## src/rtl/instruction_fetch_unit_pkg.sv

```systemverilog
// Shared types and constants for the instruction fetch unit.
// Latency: n/a (declarations only).
// Backpressure: n/a.
package instruction_fetch_unit_pkg;

  typedef enum logic [1:0] {
    IDLE  = 2'd0,
    FETCH = 2'd1,
    HALT  = 2'd2
  } fetch_state_e;

  localparam int          WORD_BYTES = 4;
  localparam logic [31:0] NOP_INSTR  = 32'h0000_0000;

endpackage

```

## src/rtl/instruction_fetch_unit_if.sv

```systemverilog
// Bundle of the fetch unit's memory, redirect and IF/ID handshake signals.
// Latency: n/a (wires only).
// Backpressure: ReadyIn from decode stalls the IF/ID stage.
// Ports: master = fetch unit side, slave = memory/branch/decode side.
// FETCH_PERF_COUNT_EN adds FetchCount/StallCount.
interface instruction_fetch_unit_if #(
  parameter int PC_WIDTH = 32
);
  logic [PC_WIDTH-1:0] Address;
  logic [31:0]         Instruction;
  logic                RedirectEn;
  logic [PC_WIDTH-1:0] RedirectPC;
  logic [31:0]         InstrOut;
  logic [PC_WIDTH-1:0] PCOut;
  logic [PC_WIDTH-1:0] PCPlus4Out;
  logic                ValidOut;
  logic                ReadyIn;
  logic                Halted;
  logic                AlignErr;
`ifdef FETCH_PERF_COUNT_EN
  logic [31:0]         FetchCount;
  logic [31:0]         StallCount;
`endif

  modport master (
    output Address, InstrOut, PCOut, PCPlus4Out, ValidOut, Halted, AlignErr,
`ifdef FETCH_PERF_COUNT_EN
    output FetchCount, StallCount,
`endif
    input  Instruction, RedirectEn, RedirectPC, ReadyIn
  );

  modport slave (
    input  Address, InstrOut, PCOut, PCPlus4Out, ValidOut, Halted, AlignErr,
`ifdef FETCH_PERF_COUNT_EN
    input  FetchCount, StallCount,
`endif
    output Instruction, RedirectEn, RedirectPC, ReadyIn
  );

endinterface

```

## src/rtl/instruction_fetch_unit_fetch_pipe_reg.sv

```systemverilog
// IF/ID pipeline register: holds one fetched instruction, its PC and PC+4.
// Latency: 1 cycle from load to outputs.
// Backpressure: contents hold while neither load nor flush is asserted.
// Ports: clk/rst_n, load (capture inputs), flush (invalidate, wins over load),
//        instr_in/pc_in in, instr_out/pc_out/pc_plus4_out/valid_out out.
module fetch_pipe_reg
  import instruction_fetch_unit_pkg::*;
#(
  parameter int PC_WIDTH = 32
) (
  input  logic                clk,
  input  logic                rst_n,
  input  logic                load,
  input  logic                flush,
  input  logic [31:0]         instr_in,
  input  logic [PC_WIDTH-1:0] pc_in,
  output logic [31:0]         instr_out,
  output logic [PC_WIDTH-1:0] pc_out,
  output logic [PC_WIDTH-1:0] pc_plus4_out,
  output logic                valid_out
);

  logic [31:0]         instr_q, instr_d;
  logic [PC_WIDTH-1:0] pc_q, pc_d;
  logic [PC_WIDTH-1:0] pc4_q, pc4_d;
  logic                valid_q, valid_d;

  always_comb begin
    instr_d = instr_q;
    pc_d    = pc_q;
    pc4_d   = pc4_q;
    valid_d = valid_q;
    // Flush only drops the valid bit; stale data is invisible behind it.
    if (flush) begin
      valid_d = 1'b0;
    end else if (load) begin
      instr_d = instr_in;
      pc_d    = pc_in;
      pc4_d   = pc_in + PC_WIDTH'(WORD_BYTES);
      valid_d = 1'b1;
    end
  end

  always_ff @(posedge clk or negedge rst_n) begin
    if (!rst_n) begin
      instr_q <= NOP_INSTR;
      pc_q    <= '0;
      pc4_q   <= '0;
      valid_q <= 1'b0;
    end else begin
      instr_q <= instr_d;
      pc_q    <= pc_d;
      pc4_q   <= pc4_d;
      valid_q <= valid_d;
    end
  end

  assign instr_out    = instr_q;
  assign pc_out       = pc_q;
  assign pc_plus4_out = pc4_q;
  assign valid_out    = valid_q;

endmodule

```

## src/rtl/instruction_fetch_unit.sv

```systemverilog
// Instruction fetch: owns the PC, reads a 0-latency imem, feeds decode via IF/ID.
// Latency: 1 cycle fetch-to-IF/ID; first instruction 2 cycles after reset release.
// Backpressure: ValidOut && !ReadyIn freezes PC and IF/ID; redirect overrides.
// Ports: Clk, Rst_n (async active-low), bus (instruction_fetch_unit_if.master).
// Optional macro FETCH_PERF_COUNT_EN: saturating FetchCount/StallCount outputs.
module instruction_fetch_unit
  import instruction_fetch_unit_pkg::*;
#(
  parameter int                  PC_WIDTH   = 32,
  parameter logic [PC_WIDTH-1:0] RESET_PC   = '0,
  parameter int                  IMEM_WORDS = 128
) (
  input  logic                       Clk,
  input  logic                       Rst_n,
  instruction_fetch_unit_if.master   bus
);

  localparam logic [PC_WIDTH-1:0] PC_LIMIT = PC_WIDTH'(WORD_BYTES * IMEM_WORDS);

  fetch_state_e        state_q, state_d;
  logic [PC_WIDTH-1:0] pc_q, pc_d;
  logic                align_err_q, align_err_d;
  logic                valid_out;
  logic                load;
  logic                in_range;
  logic                capture;
  logic                flush;

  assign load     = !valid_out || bus.ReadyIn;
  assign in_range = pc_q < PC_LIMIT;

  // State register
  always_ff @(posedge Clk or negedge Rst_n) begin
    if (!Rst_n) begin
      state_q     <= IDLE;
      pc_q        <= RESET_PC;
      align_err_q <= 1'b0;
    end else begin
      state_q     <= state_d;
      pc_q        <= pc_d;
      align_err_q <= align_err_d;
    end
  end

  // Next state
  always_comb begin
    state_d = state_q;
    if (bus.RedirectEn) begin
      state_d = FETCH;
    end else begin
      case (state_q)
        IDLE:    state_d = FETCH;
        FETCH:   if (load && !in_range) state_d = HALT;
        HALT:    state_d = HALT;
        default: state_d = IDLE;
      endcase
    end
  end

  // Outputs: PC update, IF/ID control, sticky alignment error
  always_comb begin
    pc_d        = pc_q;
    capture     = 1'b0;
    flush       = 1'b0;
    align_err_d = align_err_q;
    if (bus.RedirectEn) begin
      // Redirect kills the IF/ID entry even if decode is taking it this cycle.
      pc_d  = {bus.RedirectPC[PC_WIDTH-1:2], 2'b00};
      flush = 1'b1;
      if (bus.RedirectPC[1:0] != 2'b00) align_err_d = 1'b1;
    end else if (state_q == FETCH && load) begin
      if (in_range) begin
        capture = 1'b1;
        pc_d    = pc_q + PC_WIDTH'(WORD_BYTES);
      end else begin
        // Past end of program: never expose an aliased memory word.
        flush = 1'b1;
      end
    end
  end

  fetch_pipe_reg #(.PC_WIDTH(PC_WIDTH)) u_if_id (
    .clk          (Clk),
    .rst_n        (Rst_n),
    .load         (capture),
    .flush        (flush),
    .instr_in     (bus.Instruction),
    .pc_in        (pc_q),
    .instr_out    (bus.InstrOut),
    .pc_out       (bus.PCOut),
    .pc_plus4_out (bus.PCPlus4Out),
    .valid_out    (valid_out)
  );

  assign bus.Address  = pc_q;
  assign bus.ValidOut = valid_out;
  assign bus.Halted   = (state_q == HALT);
  assign bus.AlignErr = align_err_q;

`ifdef FETCH_PERF_COUNT_EN
  logic [31:0] fetch_cnt_q, fetch_cnt_d;
  logic [31:0] stall_cnt_q, stall_cnt_d;

  always_comb begin
    fetch_cnt_d = fetch_cnt_q;
    stall_cnt_d = stall_cnt_q;
    if (valid_out && bus.ReadyIn && fetch_cnt_q != 32'hFFFF_FFFF)
      fetch_cnt_d = fetch_cnt_q + 32'd1;
    if (valid_out && !bus.ReadyIn && stall_cnt_q != 32'hFFFF_FFFF)
      stall_cnt_d = stall_cnt_q + 32'd1;
  end

  always_ff @(posedge Clk or negedge Rst_n) begin
    if (!Rst_n) begin
      fetch_cnt_q <= '0;
      stall_cnt_q <= '0;
    end else begin
      fetch_cnt_q <= fetch_cnt_d;
      stall_cnt_q <= stall_cnt_d;
    end
  end

  assign bus.FetchCount = fetch_cnt_q;
  assign bus.StallCount = stall_cnt_q;
`endif

endmodule

```

## src/flat_wrapper.sv

```systemverilog
// flat-port wrapper written by rule: the top's interface ports become plain ports
module instruction_fetch_unit_flat import instruction_fetch_unit_pkg::*;
#(
  parameter int                  PC_WIDTH   = 32,
  parameter logic [PC_WIDTH-1:0] RESET_PC   = '0,
  parameter int                  IMEM_WORDS = 128
)
  (Clk, Rst_n, bus_Address, bus_InstrOut, bus_PCOut, bus_PCPlus4Out, bus_ValidOut, bus_Halted, bus_AlignErr, bus_Instruction, bus_RedirectEn, bus_RedirectPC, bus_ReadyIn);
  instruction_fetch_unit_if #(.PC_WIDTH(PC_WIDTH)) bus_i ();
  input  logic Clk;
  input  logic Rst_n;
  output wire logic [$bits(bus_i.Address)-1:0] bus_Address;
  output wire logic [$bits(bus_i.InstrOut)-1:0] bus_InstrOut;
  output wire logic [$bits(bus_i.PCOut)-1:0] bus_PCOut;
  output wire logic [$bits(bus_i.PCPlus4Out)-1:0] bus_PCPlus4Out;
  output wire logic [$bits(bus_i.ValidOut)-1:0] bus_ValidOut;
  output wire logic [$bits(bus_i.Halted)-1:0] bus_Halted;
  output wire logic [$bits(bus_i.AlignErr)-1:0] bus_AlignErr;
  input wire logic [$bits(bus_i.Instruction)-1:0] bus_Instruction;
  input wire logic [$bits(bus_i.RedirectEn)-1:0] bus_RedirectEn;
  input wire logic [$bits(bus_i.RedirectPC)-1:0] bus_RedirectPC;
  input wire logic [$bits(bus_i.ReadyIn)-1:0] bus_ReadyIn;
  assign bus_Address = bus_i.Address;
  assign bus_InstrOut = bus_i.InstrOut;
  assign bus_PCOut = bus_i.PCOut;
  assign bus_PCPlus4Out = bus_i.PCPlus4Out;
  assign bus_ValidOut = bus_i.ValidOut;
  assign bus_Halted = bus_i.Halted;
  assign bus_AlignErr = bus_i.AlignErr;
  assign bus_i.Instruction = bus_Instruction;
  assign bus_i.RedirectEn = bus_RedirectEn;
  assign bus_i.RedirectPC = bus_RedirectPC;
  assign bus_i.ReadyIn = bus_ReadyIn;
  instruction_fetch_unit #(.PC_WIDTH(PC_WIDTH), .RESET_PC(RESET_PC), .IMEM_WORDS(IMEM_WORDS)) u_core (.Clk(Clk), .Rst_n(Rst_n), .bus(bus_i));
endmodule
```

## config.mk

```make
export PLATFORM = sky130hd
export DESIGN_NAME = instruction_fetch_unit_flat
export DESIGN_NICKNAME = d
export VERILOG_FILES = /design/src/rtl/instruction_fetch_unit_pkg.sv /design/src/rtl/instruction_fetch_unit_if.sv /design/src/rtl/instruction_fetch_unit_fetch_pipe_reg.sv /design/src/rtl/instruction_fetch_unit.sv /design/src/flat_wrapper.sv
export SDC_FILE = /design/constraint.sdc
export NUM_CORES = 1
export LEC_CHECK = 0
export ABC_AREA = 0
export CAP_MARGIN = 20
export CORE_ASPECT_RATIO = 1.4
export CORE_UTILIZATION = 43
export DETAILED_ROUTE_END_ITERATION = 8
export PLACE_DENSITY = 0.8
export SYNTH_ARGS = -nofsm -noshare
export SYNTH_HDL_FRONTEND = slang
export SYNTH_SLANG_ARGS = --single-unit
```

## constraint.sdc

```tcl
create_clock -name Clk -period 3 [get_ports Clk]
set_clock_uncertainty 0.2 [all_clocks]
set_input_delay 0.45 -clock Clk [delete_from_list [all_inputs] [get_ports Clk]]
set_output_delay 0.45 -clock Clk [all_outputs]
set_load 0.005 [all_outputs]
```

==> reports/results.txt, run 1 <==
Post-synth top area cell -> dfrtp_1
Hpwl dp -> 7790 um
Gpl congestion -> 0.762
Avg Cell Area, Syn -> 14.4 sq um
DRT iter0 DRCs -> 178
Root Buffer -> clkbuf_16
Setup violations, final -> 0
Synth warn -> 0
Register area share after synthesis -> 64.2%
Data required time at the worst endpoint -> 3.09 ns
Slew headroom -> 56.4%
Unrepaired setup endpoints after global routing -> no
Via Count -> 3442
FFs w/ async S/R, synth -> 100%
Crit start category -> flop
Pwr/cell area -> 596 nW/um^2
R2r setup slk -> 0.48 ns
Count leader, synth -> dfrtp_1
Critical path class -> reg2reg
Number of synthesized flops with an enable pin -> 0
Nets -> 614
Clock sinks -> 126
Worst hold path type -> reg2reg
Syn Inst Count -> 341
Clk Latency, worst-skew pair -> 0.41 ns
Share of cells above drive strength 1 -> 14.4%
Setup WS post-layout -> 0.480 ns
Min cycle time layout -> 2.52 ns
Top post-synthesis cells by area -> dfrtp_1, mux2_2, mux2_1, nor2b_1, buf_4
Routed Antenna Nets -> 0
Crit path arrival time -> 2.61 ns
Area after DPL -> 6970 sq um
Top-area cell type share of the netlist area -> 64.2%
Met2 Use GR -> 31.6%
Worst-Margin Slew -> 0.654 ns
Fmax achieved -> 397 MHz
Maximum vdd drop -> 0.423 mV
CTS buffer count -> 17
# fillers -> 782
Met1 Track Usage GR -> 23.9%
Status -> finished, final reports clean
ANT cells -> 0
CTS tree -> built
Top FF cell, synth -> dfrtp_1
Initial antenna violation count -> 0
Mapped cell area -> 4910 sq um
Die Ht -> 128 um
Final Max Tran Viols -> 0
#FFs+latches synth -> 126
Global routing usage on met3 -> 8.16%
Unique cell type count in the Yosys netlist -> 36
Total grt overflow -> 0
Clock slew seen by the registers of the worst setup and hold paths -> 0.06 ns
FP Rows -> 45
Starting Density -> 44.7%
Vias per Instance -> 4.95
PortBufs -> 192
DR DRC count -> 0
Area added between synthesis and finish -> 56.2%
Pre-CTS WS -> 0.483 ns
First-pass GRT wire length -> 17900 um
GR peak layer -> met2
Io pins -> 199
Post-route setup TNS -> 0 ns
Commonest cells in the synthesized netlist -> dfrtp_1, nor2b_1, mux2_2
H-tree lvl count -> 4
Hold Slack -> 0.275 ns
All-layer global routing usage -> 19.9%
Die area -> 11900 sq um
Die X-Extent -> 92.3 um
Largest net degree at the start of global routing -> 127
Number of max-cap violations -> 0
Period utilisation layout -> 84.0%
Vias in the first global route -> 3558
Core Region -> 11000 sq um
Leak Pwr -> 0.00346 uW
Wire length per cell -> 16.2 um
Crit path capture type -> flop
Final hold vios -> 0
Crit-path max FO -> 48
WL final -> 11300 um
Clock Path Buffers -> 2
Core Util, Final -> 69.8%
First-pass DRT Iterations -> 4
Cell area after layout -> 7660 sq um
through the flow:
step                cells  total power (uW)
floorplan             346              1960
global placement      663              2230
detailed placement    663              2240
CTS                   696              4630
global route          696              4730
finish                696              4570
metal layers:
metal	share of wire [%]	vias to the layer above
met3	7.5	25
met2	49	160
li1	-	1571
met1	40	1686
met4	2.6	0
met5	0	-
cells by family (layout without fill, tap and decap cells):
family,count (synthesis),after routing,synth area share [%]
AOI/OAI and AO/OA,18,18,2.75
xor gates and xnor gates,6,6,1.07
adders and majority gates,4,4,1.02
buffers and inverters,26,235,3.29
DFF,126,126,64.2
muxes,71,71,16.2
other,1,6,0.0764
and+or+nand+nor,89,89,11.3
cell usage in the layout, fill, tap and decap left out, types with 2 or more instances in the layout:
master,n
a31oi_1,6
mux2i_1,3
nor2_1,11
xor2_1,4
buf_12,3
inv_1,4
nand2b_1,3
nand3_1,2
o31ai_1,6
nand2_1,8
dfrtp_1,126
mux2_2,35
conb_1,6
clkbuf_8,2
inv_6,2
mux2_1,33
buf_4,4
bufinv_16,6
ha_1,4
clkdlybuf4s50_1,191
nor4_1,2
clkinvlp_4,3
xnor2_1,2
clkbuf_16,17
nor2b_1,46
or4_1,6
nor4_2,3
a2bb2oi_1,2
state kept, by name, indices dropped and copies added (netlist names):
register / flops
u_core.state_q: 2
u_core.bus.Address: 30
u_core.u_if_id.pc_out: 30
u_core.u_if_id.valid_out: 1
u_core.bus.AlignErr: 1
u_core.u_if_id.pc_plus4_out: 30
u_core.u_if_id.instr_out: 32
critical path, stage by stage, from the launching register on:
cell and delay (ns):
dfrtp_1 0.39, inv_1 0.08, ha_1 0.19, nor4b_2 0.26, nand4_2 0.20, nor4_4 0.39, buf_12 0.28, mux2_2 0.37
final cells by class:
type / instances / area, sq um / area share (%)
sequential: 126 / 3150 / 41.1
tap: 141 / 176 / 2.30
inverter: 4 / 15.0 / 0.196
clock buffer: 19 / 453 / 5.91
timing repair buffer: 199 / 2010 / 26.2
multi-input combinational: 194 / 1620 / 21.2
clock inverter: 13 / 234 / 3.05
final timing paths:
kind	startpoint	to	cells past startpoint
worst max-delay path	u_core.state_q[1]$_DFFE_PN0P_	u_core.u_if_id.instr_out[8]$_DFFE_PN0P_	7
worst min-delay path	u_core.bus.AlignErr$_DFFE_PN0P_	u_core.bus.AlignErr$_DFFE_PN0P_	1
worst max register to register	u_core.state_q[1]$_DFFE_PN0P_	u_core.u_if_id.instr_out[8]$_DFFE_PN0P_	7
worst min register to register	u_core.bus.AlignErr$_DFFE_PN0P_	u_core.bus.AlignErr$_DFFE_PN0P_	1
max in group asynchronous	Rst_n	u_core.u_if_id.instr_out[19]$_DFFE_PN0P_	3
min in group asynchronous	Rst_n	u_core.u_if_id.instr_out[10]$_DFFE_PN0P_	3
where the power goes:
group          switching [uW]  internal [uW]  total (uW)
clock network             749           1610        2360
registers                63.1           1770        1830
logic                     134            250         384
total                     946           3620        4570
what timing repair did:
action                                  in CTS  in global routing
gates resized for setup                      0                  0
buffers inserted                             0                  0
hold buffers                                 1                  0
endpoints found under the setup margin       0                  0
hold endpoints to repair                   126                  0
Power figures use the tool's default switching activity.
==> run 2, diff against run 1 <==
--- a/config.mk
+++ b/config.mk
@@ -8,9 +8,9 @@
 export ABC_AREA = 0
 export CAP_MARGIN = 20
 export CORE_ASPECT_RATIO = 1.4
-export CORE_UTILIZATION = 43
+export CORE_UTILIZATION = 39
 export DETAILED_ROUTE_END_ITERATION = 8
-export PLACE_DENSITY = 0.8
+export PLACE_DENSITY = 0.76
 export SYNTH_ARGS = -nofsm -noshare
 export SYNTH_HDL_FRONTEND = slang
 export SYNTH_SLANG_ARGS = --single-unit
==> constraint.sdc (replaced) <==
create_clock -name Clk -period 2.1 [get_ports Clk]
set_clock_uncertainty 0.2 [all_clocks]
set_input_delay 0.315 -clock Clk [delete_from_list [all_inputs] [get_ports Clk]]
set_output_delay 0.315 -clock Clk [all_outputs]
set_load 0.005 [all_outputs]
==> run 2 against run 1 <==
Against the previous run:
- the run now ends with setup timing left
- sequential power up 42%
- hold slack worse by 0.094 ns
- non-clock buffer count is 45 higher
- total power is 43% higher
- fmax grew 13%
- die area up 10%
- cell area increased by 6.8%
==> reports/results.txt, run 2 (synthesis gave the netlist of run 1 again) <==
Clock slew seen by the registers of the worst setup and hold paths -> 0.06 ns (about the same)
DR DRC count -> 0 (unchanged)
Via Count -> 3617 (+5.1%)
Worst hold path type -> in2async
Critical path class -> reg2reg
Unrepaired setup endpoints after global routing -> yes
Crit-path max FO -> 17 (-65%)
PortBufs -> 192 (unchanged)
Crit path capture type -> flop
All-layer global routing usage -> 20.4% (+0.53 points)
Area after DPL -> 7240 sq um (+4.0%)
Nets -> 659 (+7.3%)
FP Rows -> 48 (+6.7%)
Final Max Tran Viols -> 0 (unchanged)
First-pass GRT wire length -> 20700 um (+16%)
Data required time at the worst endpoint -> 2.19 ns (-0.90 ns)
Vias per Instance -> 4.82 (-2.5%)
Clock Path Buffers -> 2 (unchanged)
Setup violations, final -> 93 (+93)
Switching power -> 1430 uW (+52%)
Footprint of the multi-input gates -> 1730 sq um (+6.6%)
Core Region -> 12300 sq um (+12%)
Most common cell after layout, fill and taps aside -> clkdlybuf4s50_1
ANT cells -> 0 (unchanged)
Setup WS post-layout -> -0.127 ns (-0.607 ns)
Period utilisation layout -> 106% (+22 points)
Final hold vios -> 0 (unchanged)
Sequential group share of total power -> 39.7% (-0.3 points)
Share of cells above drive strength 1 -> 24.8% (+10 points)
Die X-Extent -> 96.8 um (+4.9%)
Sequential Area -> 3150 sq um (unchanged)
Vias in the first global route -> 3900 (+9.6%)
Total grt overflow -> 0 (unchanged)
Die Ht -> 135 um (+4.9%)
Clk Latency, worst-skew pair -> 0.40 ns (about the same)
Initial antenna violation count -> 0 (unchanged)
Pwr/cell area -> 798 nW/um^2 (+34%)
Area added between synthesis and finish -> 66.8%
Die area -> 13000 sq um (+10%)
CTS buffer count -> 17 (unchanged)
Crit path arrival time -> 2.31 ns (-0.30 ns)
Switching power share of the total -> 21.9% (+1.2 points)
Hpwl dp -> 8640 um (+11%)
Post-route setup TNS -> -6.57 ns (-6.57 ns)
Comb pwr share -> 10.4% (+2.0 points)
Maximum vdd drop -> 0.553 mV (+31%)
Commonest cells after routing, fill and taps aside -> clkdlybuf4s50_1, dfrtp_1, nor2b_1, buf_4, mux2_2
Min cycle time layout -> 2.23 ns (-0.293 ns)
Share of total power in the clock network -> 49.9% (-1.7 points)
Starting Density -> 39.9% (-4.8 points)
First-pass DRT Iterations -> 4 (unchanged)
H-tree lvl count -> 4 (unchanged)
Fmax achieved -> 449 MHz (+13%)
Root Buffer -> clkbuf_16
Number of max-cap violations -> 0 (unchanged)
Max reg flops -> 32 (unchanged)
DRT iter0 DRCs -> 129 (-28%)
Crit start category -> flop
Gpl congestion -> 0.793 (+4.1%)
Cell area after layout -> 8190 sq um (+6.8%)
Io pins -> 199 (unchanged)
Int Power -> 5100 uW (+41%)
Leak Pwr -> 0.00373 uW (+7.8%)
Status -> finished, violations left
Routed Antenna Nets -> 0 (unchanged)
WL final -> 12800 um (+14%)
Clock sinks -> 126 (unchanged)
Violated checks -> setup timing
# fillers -> 919 (+18%)
Largest net degree at the start of global routing -> 57 (-55%)
Wire length per cell -> 17.1 um (+5.3%)
CTS tree -> built
[run 2: path summary, 6_finish.rpt]
| kind | from | end | slack [ns] | cells past startpoint |
|---|---|---|---|---|
| setup / recovery | u_core.state_q[1]$_DFFE_PN0P_ | u_core.u_if_id.instr_out[5]$_DFFE_PN0P_ | -0.13 | 8 |
| hold / removal | Rst_n | u_core.u_if_id.instr_out[30]$_DFFE_PN0P_ | 0.18 | 2 |
| setup reg to reg | u_core.state_q[1]$_DFFE_PN0P_ | u_core.u_if_id.instr_out[5]$_DFFE_PN0P_ | -0.13 | 8 |
| hold reg to reg | u_core.bus.AlignErr$_DFFE_PN0P_ | u_core.bus.AlignErr$_DFFE_PN0P_ | 0.28 | 1 |
| max in group asynchronous | Rst_n | u_core.u_if_id.pc_plus4_out[15]$_DFFE_PN0P_ | 0.78 | 3 |
| min in group Clk | u_core.bus.AlignErr$_DFFE_PN0P_ | u_core.bus.AlignErr$_DFFE_PN0P_ | 0.28 | 1 |
[run 2: layer usage]
layer  up-vias  share of wire (%)  GRT usage, %
li1       1658                  -             -
met1      1786                 38          23.2
met2       148                 54          35.8
met3        25                4.7          4.87
met4         0                3.3          10.2
met5         -                  0             0
[run 2: cell type report]
type	count	area share, %
Multi-Input combinational cell	194	21.1
Clock buffer	18	5.24
Tap cell	150	2.29
Clock inverter	14	2.81
Timing Repair Buffer	244	29.9
Sequential cell	126	38.5
Inverter	4	0.183
[run 2: power by group through the flow]
| stage | Sequential [uW] | Clock (uW) | Combinational, uW |
|---|---|---|---|
| 2_1_floorplan | 2650 | 0 | 160 |
| 3_5_place_dp | 2640 | 0 | 656 |
| 3_3_place_gp | 2630 | 0 | 643 |
| 4_1_cts | 2600 | 3320 | 686 |
| 5_1_grt | 2610 | 3440 | 734 |
| 6_report | 2600 | 3260 | 679 |
[run 2: worst max-delay path: stages (launching register included)]
cell and delay, ns:
dfrtp_1 0.40, inv_2 0.09, ha_4 0.13, nor4b_4 0.19
nand4_2 0.18, nor4_4 0.18, buf_6 0.22, buf_12 0.18
mux2_2 0.34
[run 2: repair_timing]
item                                    4_1_cts  5_1_grt
pin swaps                                     1        0
setup buffers                                 6        1
gates resized for setup                      31        2
endpoints found under the setup margin       86      101
gates cloned                                  4        0
hold endpoints to repair                     38        0
hold buffers                                  1        0
[run 2: per-stage QoR]
| step | hold slack, ns | worst slack (ns) | util, % | instances | total power, uW |
|---|---|---|---|---|---|
| 2_1_floorplan | -0.181 | -0.171 | - | 346 | 2810 |
| 3_3_place_gp | 0.0602 | -0.194 | 58.8 | 706 | 3270 |
| 3_5_place_dp | 0.0584 | -0.289 | 58.8 | 706 | 3290 |
| 4_1_cts | 0.178 | -0.130 | 66.4 | 749 | 6600 |
| 5_1_grt | 0.203 | -0.222 | 66.5 | 750 | 6780 |
| 6_report | 0.181 | -0.127 | 66.5 | 750 | 6540 |
